[src/rtl/aes_defs.sv]
// Shared AES-128/192/256 constants and sequencer state encoding.
package aes_defs;

  localparam int AES_BLK_W  = 128;
  localparam int AES_NR_128 = 10;
  localparam int AES_NR_192 = 12;
  localparam int AES_NR_256 = 14;

  typedef enum logic [1:0] {
    IDLE  = 2'd0,
    ADDK  = 2'd1,
    ROUND = 2'd2,
    DONE  = 2'd3
  } fsm_t;

endpackage

[src/rtl/aes_round_seq.sv]
// Iterative AES encryption sequencer: state register, round counter,
// round-key fetch and AddRoundKey around an external round datapath.
module aes_round_seq
  import aes_defs::*;
#(
  parameter int NR    = AES_NR_128,
  parameter int BLK_W = AES_BLK_W
) (
  input  logic             clk,
  input  logic             rst_n,
  input  logic             in_valid,
  output logic             in_ready,
  input  logic [BLK_W-1:0] in_block,
  output logic             out_valid,
  input  logic             out_ready,
  output logic [BLK_W-1:0] out_block,
  output logic             rk_req,
  output logic [3:0]       rk_idx,
  input  logic             rk_valid,
  input  logic [BLK_W-1:0] rk_data,
  output logic [BLK_W-1:0] rnd_state,
  output logic             rnd_mix_en,
  input  logic [BLK_W-1:0] rnd_result,
  output logic             busy
);

  localparam logic [3:0] LAST = 4'(NR);

  fsm_t             fsm_q, fsm_d;
  logic [BLK_W-1:0] state_q, state_d;
  logic [3:0]       round_q, round_d;

  always_ff @(posedge clk) begin
    if (!rst_n) begin
      fsm_q   <= IDLE;
      state_q <= '0;
      round_q <= '0;
    end else begin
      fsm_q   <= fsm_d;
      state_q <= state_d;
      round_q <= round_d;
    end
  end

  // Outputs depend on fsm_q/round_q only; inputs only steer next state.
  always_comb begin
    fsm_d      = fsm_q;
    state_d    = state_q;
    round_d    = round_q;
    in_ready   = 1'b0;
    out_valid  = 1'b0;
    rk_req     = 1'b0;
    rk_idx     = 4'd0;
    rnd_mix_en = 1'b0;
    busy       = 1'b1;
    unique case (fsm_q)
      IDLE: begin
        in_ready = 1'b1;
        busy     = 1'b0;
        if (in_valid) begin
          state_d = in_block;
          round_d = 4'd0;
          fsm_d   = ADDK;
        end
      end
      ADDK: begin
        rk_req = 1'b1;
        if (rk_valid) begin
          state_d = state_q ^ rk_data;
          round_d = 4'd1;
          fsm_d   = ROUND;
        end
      end
      ROUND: begin
        rk_req     = 1'b1;
        rk_idx     = round_q;
        rnd_mix_en = (round_q != LAST);
        if (rk_valid) begin
          state_d = rnd_result ^ rk_data;
          if (round_q == LAST) fsm_d = DONE;
          else round_d = round_q + 4'd1;
        end
      end
      DONE: begin
        out_valid = 1'b1;
        if (out_ready) fsm_d = IDLE;
      end
    endcase
  end

  assign out_block = state_q;
  assign rnd_state = state_q;

endmodule

[config.mk]
export PLATFORM = sky130hd
export DESIGN_NAME = aes_round_seq
export DESIGN_NICKNAME = d
export VERILOG_FILES = /design/src/rtl/aes_defs.sv /design/src/rtl/aes_round_seq.sv
export SDC_FILE = /design/constraint.sdc
export NUM_CORES = 1
export LEC_CHECK = 0
export ABC_AREA = 1
export ABC_CLOCK_PERIOD_IN_PS = 2000
export CAP_MARGIN = 5
export CORE_AREA = 2 2 256 258
export CTS_CLUSTER_DIAMETER = 200
export CTS_CLUSTER_SIZE = 16
export DETAILED_ROUTE_END_ITERATION = 8
export DIE_AREA = 0 0 258 260
export GPL_ROUTABILITY_DRIVEN = 1
export MAX_ROUTING_LAYER = met4
export PLACE_DENSITY_LB_ADDON = 0.2
export SYNTH_ARGS = -nofsm -noshare
export SYNTH_HDL_FRONTEND = slang
export SYNTH_SLANG_ARGS = --single-unit
[constraint.sdc]
create_clock -name clk -period 2 [get_ports clk]
set_clock_uncertainty 0.05 [all_clocks]
set_input_delay 0.4 -clock clk [delete_from_list [all_inputs] [get_ports clk]]
set_output_delay 0.4 -clock clk [all_outputs]
set_load 0.005 [all_outputs]
* Word-level counts from Yosys, hierarchy flattened
Cells that the tools add are included.
** Storage, ports and cells
- Flip-flop bits (word level) :: 134
- Input bits :: 389
- Output and inout port bits :: 265
- Word-level logic and storage cells :: 44
** Operators by class
- Add/subtract/negate cells :: 1
- Equality and inequality tests :: 11
- Mux-type cells :: 21
- Bitwise operators :: 2
- Reduce and logical (&&, ||, !) cells :: 6
** Operator list (count)
- 128-bit 2-to-1 mux :: 3
- 128-bit one-hot mux with 3 select lines :: 1
- 128-bit XOR :: 2
- 4-bit 2-to-1 mux :: 5
- 2-bit inequality test, second input constant :: 6
- 4-bit one-hot mux with 3 select lines :: 1
- 2-bit 2-to-1 mux :: 5
- 5-bit AND reduction :: 2
- 2-bit one-hot mux with 4 select lines :: 1
- 1-bit 2-to-1 mux :: 5
- 4-bit by 1-bit adder with 4-bit output, second input constant :: 1
- 2-bit equality test, second input constant :: 2
- 4-bit equality test, second input constant :: 1
- 4-bit inequality test, second input constant :: 1
- 4-bit AND reduction :: 1
- 3-bit nonzero test :: 1
- 2-bit by 1-bit equality test with 1-bit output, second input constant :: 1
- 2-bit zero test :: 1
- 2-bit OR reduction :: 1

* Depth between registers and ports, before layout
- Depth after elaboration :: 4
- Mapped depth :: 12
- Mapped depth without buffers :: 9

* Worst setup path before layout
Ideal clock, no wire load.
- Path type :: register to register
- From :: reg fsm_q[0]
- To :: reg state_q[66], in the netlist out_block[66]
- Library setup time :: 0.143 ns
- Arrival :: 1.575 ns
- Data required time :: 1.807 ns
- Slack :: 0.232 ns
- Cell stages (with the launch flop) :: 9
- Buffers on the path :: 3
- Period minus slack after synthesis :: 1.768 ns
- Path through :: dfxtp_1 > inv_1 > ha_1 > buf_4 > buf_2 > buf_1 > nand3_1 > nand2_1 > a21oi_2
** On the way
- Longest elaborated chain between the ends :: 3
- Elaborated cells between the ends (all ways) :: 9
- Classes of those cells :: eq/ne (5); mux (1); reduce/logical (3)
** Ends and longest elaborated chain
- start, declared :: line aes_round_seq.sv:29 : fsm_t fsm_q, fsm_d;
- start signal, assigned :: line aes_round_seq.sv:39 : fsm_q <= fsm_d;
- 2-bit by 1-bit equality test with 1-bit output, or another cell as far along :: line aes_round_seq.sv:56 : unique case (fsm_q)
- 2-bit inequality test (no source line) or 3-bit nonzero test (tied branches)
- 4-bit AND reduction (no source line)
- end signal, assigned :: line aes_round_seq.sv:40 : state_q <= state_d;
- end, declared :: line aes_round_seq.sv:30 : logic [BLK_W-1:0] state_q, state_d;
Parallel ways exist; a longest one is shown, timed or not.
A chain may end at the register's enable or synchronous reset.

* Worst setup path after layout
- From :: reg fsm_q[0]
- To :: out rk_req
** On the way
- Longest elaborated chain between the ends :: 3
- Elaborated cells between the ends (all ways) :: 4
- Classes of those cells :: eq/ne (2); mux (1); reduce/logical (1)
** Ends and longest elaborated chain
- 2-bit equality test or 2-bit by 1-bit equality test with 1-bit output (tied branches) :: line aes_round_seq.sv:56
- 2-bit OR reduction (no source line) *
- 1-bit 2-to-1 mux * :: line aes_round_seq.sv:56
- end, declared :: line aes_round_seq.sv:17 : output logic rk_req,
Mark *: on every way between the ends. The rest lies on a longest branch, timed or not.

==> impl_metrics.env <==
export IMPL_status="finished, final reports clean"
export IMPL_max_freq_mhz=506
export IMPL_layout_cells_non_filler=3389
export IMPL_place_hpwl_um=41600
export IMPL_drc=0
export IMPL_hold_ws_ps=447
export IMPL_ant_nets=0
export IMPL_drive_above_1_share_pct=7.04
export IMPL_crit_arrival_ps=1530
export IMPL_hold_viol_final=0
export IMPL_syn_area_um2=11300
export IMPL_cellLeakagePower_uw=0.00836
export IMPL_drv_cap=0
export IMPL_finalNetCount=2913
export IMPL_rsz0062_at_grt="true"
export IMPL_gr_total_overflow=0
export IMPL_vias_per_cell=4.20
export IMPL_dp_cells=3334
export IMPL_grt_pass1_wl_um=79400
export IMPL_drt_wl_total_um=55500
export IMPL_port_buffers=653
export IMPL_grt_pass1_vias=13600
export IMPL_avgSynthCellArea_um2=5.68
export IMPL_setup_viol=0
export IMPL_worstPathRequired_ps=1550
export IMPL_synth_seq_cells=134
export IMPL_min_period_over_period_pct=98.8
export IMPL_die_area_um2=67100
export IMPL_gr_usage_all_layers_pct=15.8
export IMPL_grt_max_degree=87
export IMPL_cts_root_buf="clkbuf_16"
export IMPL_drt_first_pass_iters=5
export IMPL_fin_tns_setup_ps=0
export IMPL_cts_sinks=134
export IMPL_areaGrowthSynthToFinish_pct=68.9
export IMPL_core_area_um2=64100
export IMPL_end_kind="output port"
export IMPL_min_period_ps=1980
export IMPL_row_count=93
export IMPL_initial_utilization_pct=17.7
export IMPL_tightest_slew_ps=486
export IMPL_clock_latency_ps=470
export IMPL_startpoint_type="register"
export IMPL_yosys_warnings=0
export IMPL_syn_nets=2392
export IMPL_max_slew_margin_pct=67.6
export IMPL_vias=14200
export IMPL_die_h_um=260
export IMPL_antenna_found_initial=5
export IMPL_crit_type="register to output port"
export IMPL_ys_seq_area_share_pct=23.7
export IMPL_slew_viol_final=0
export IMPL_numCtsBuffers=17
export IMPL_htreeDepth=4
export IMPL_detail_route_wl_per_cell_um=16.4
export IMPL_powerDensity_nw_per_um2=1310
export IMPL_min_path_type="register to register"
export IMPL_clkTransAtPathRegs_ps=60
export IMPL_gp_congestion=0.900
export IMPL_peakVddDrop_uv=596
export IMPL_cts_tree="yes"
export IMPL_cts_buffer_depth=2
export IMPL_syn_inst=1994
export IMPL_synth_cell_types=22
export IMPL_drt_iter0_markers=781
export IMPL_pin_count=654
export IMPL_crit_path_max_fanout=6
export IMPL_die_x_um=258
[stage by stage]
step                power, uW  setup slack (ps)  util [%]  instance area [um^2]
global route            27200             -50.1      29.9                 19100
CTS                     24200             -26.6      29.3                 18800
global placement        20200             -36.2      28.2                 18100
finish                  25000              23.1      29.9                 19100
floorplan               14000               232         -                 11300
detailed placement      20300             -54.3      28.2                 18100
[synth_stat cells, drive strengths merged]
cell type	instances	area [um^2]
clkbuf	22	82.6
nor3	129	646
nand2	790	2980
ha	9	113
nor2	141	537
nand4	2	12.5
nand3b	1	7.51
inv	148	558
nand3	262	1310
buf	221	1690
a21oi	133	703
dfxtp	134	2680
o21ai	2	10.0
[cell usage in the layout (no fill, tap or decap), types with 2 or more instances in the layout]
cell type / n
buf_2: 3
o21ai_0: 2
ha_4: 3
nor2_1: 140
nand2_2: 3
clkdlybuf4s50_1: 644
dfxtp_2: 14
dlygate4sd2_1: 2
nand4_1: 2
nand2_1: 784
diode_2: 6
inv_4: 3
nand3_1: 261
clkinvlp_4: 3
nor3_1: 124
bufinv_16: 6
inv_2: 3
buf_12: 18
ha_1: 5
clkinv_4: 2
buf_4: 59
a21oi_2: 10
a21oi_1: 123
buf_16: 7
clkbuf_1: 2
clkbuf_2: 2
clkbuf_16: 24
dfxtp_1: 119
inv_1: 141
nor3_2: 5
nand2_4: 2
[path summary, 6_finish.rpt]
kind,startpoint,endpoint,slack (ps),cells past startpoint
min,out_block[13]$_SDFFE_PN0P_,out_block[13]$_SDFFE_PN0P_,450,2
max,fsm_q[0]$_SDFFE_PN0P_,rk_req,20,4
min reg2reg,out_block[13]$_SDFFE_PN0P_,out_block[13]$_SDFFE_PN0P_,450,2
max reg2reg,fsm_q[0]$_SDFFE_PN0P_,out_block[39]$_SDFFE_PN0P_,100,9
[routing by layer]
layer | global-route usage, % | wire (um)
met1 | 17.9 | 23300
met3 | 3.62 | 3100
met5 | - | 0
met4 | 5.14 | 1130
met2 | 27.5 | 27900
[flip-flops by register name, summed over array words and instances, names as in the netlist]
register and count:
fsm_q 2, out_block 128, round_q 4
[timing repair]
| action | in CTS | in global routing |
|---|---|---|
| cloned | 0 | 7 |
| buffers inserted | 2 | 9 |
| hold buffers | 0 | 0 |
| pin swaps | 1 | 0 |
| resized for setup | 48 | 27 |
| endpoints found under the hold margin | 0 | 0 |
| setup endpoints to repair | 32 | 107 |
[power breakdown]
group          total [uW]  switching [uW]  internal (uW)
Clock                3740            1370           2370
Combinational       16500            8300           8230
Sequential           4750            1160           3590
[area by class of cell]
| class | count | area, um^2 |
|---|---|---|
| Multi-Input combinational cell | 1469 | 6410 |
| Clock buffer | 20 | 447 |
| Fill cell | 6919 | 45000 |
| Sequential cell | 134 | 2700 |
| Tap cell | 855 | 1070 |
| Timing Repair Buffer | 745 | 7700 |
| Inverter | 148 | 571 |
| Clock inverter | 12 | 225 |
| Antenna cell | 6 | 15.0 |
[cells by family after synthesis]
logic type	share of synthesized area, %
AND/OR/NAND/NOR	48.5
flip-flops	23.7
adder cells (fa/ha/maj)	0.994
AO/OA/AOI/OAI	6.29
buffers and inverters	20.6
[worst max-delay path, stage by stage (launching register included)]
cell,delay [ps]
dfxtp_2,350
inv_4,50
buf_4,140
ha_4,350
buf_2,160
Power figures use the tool's default switching activity.
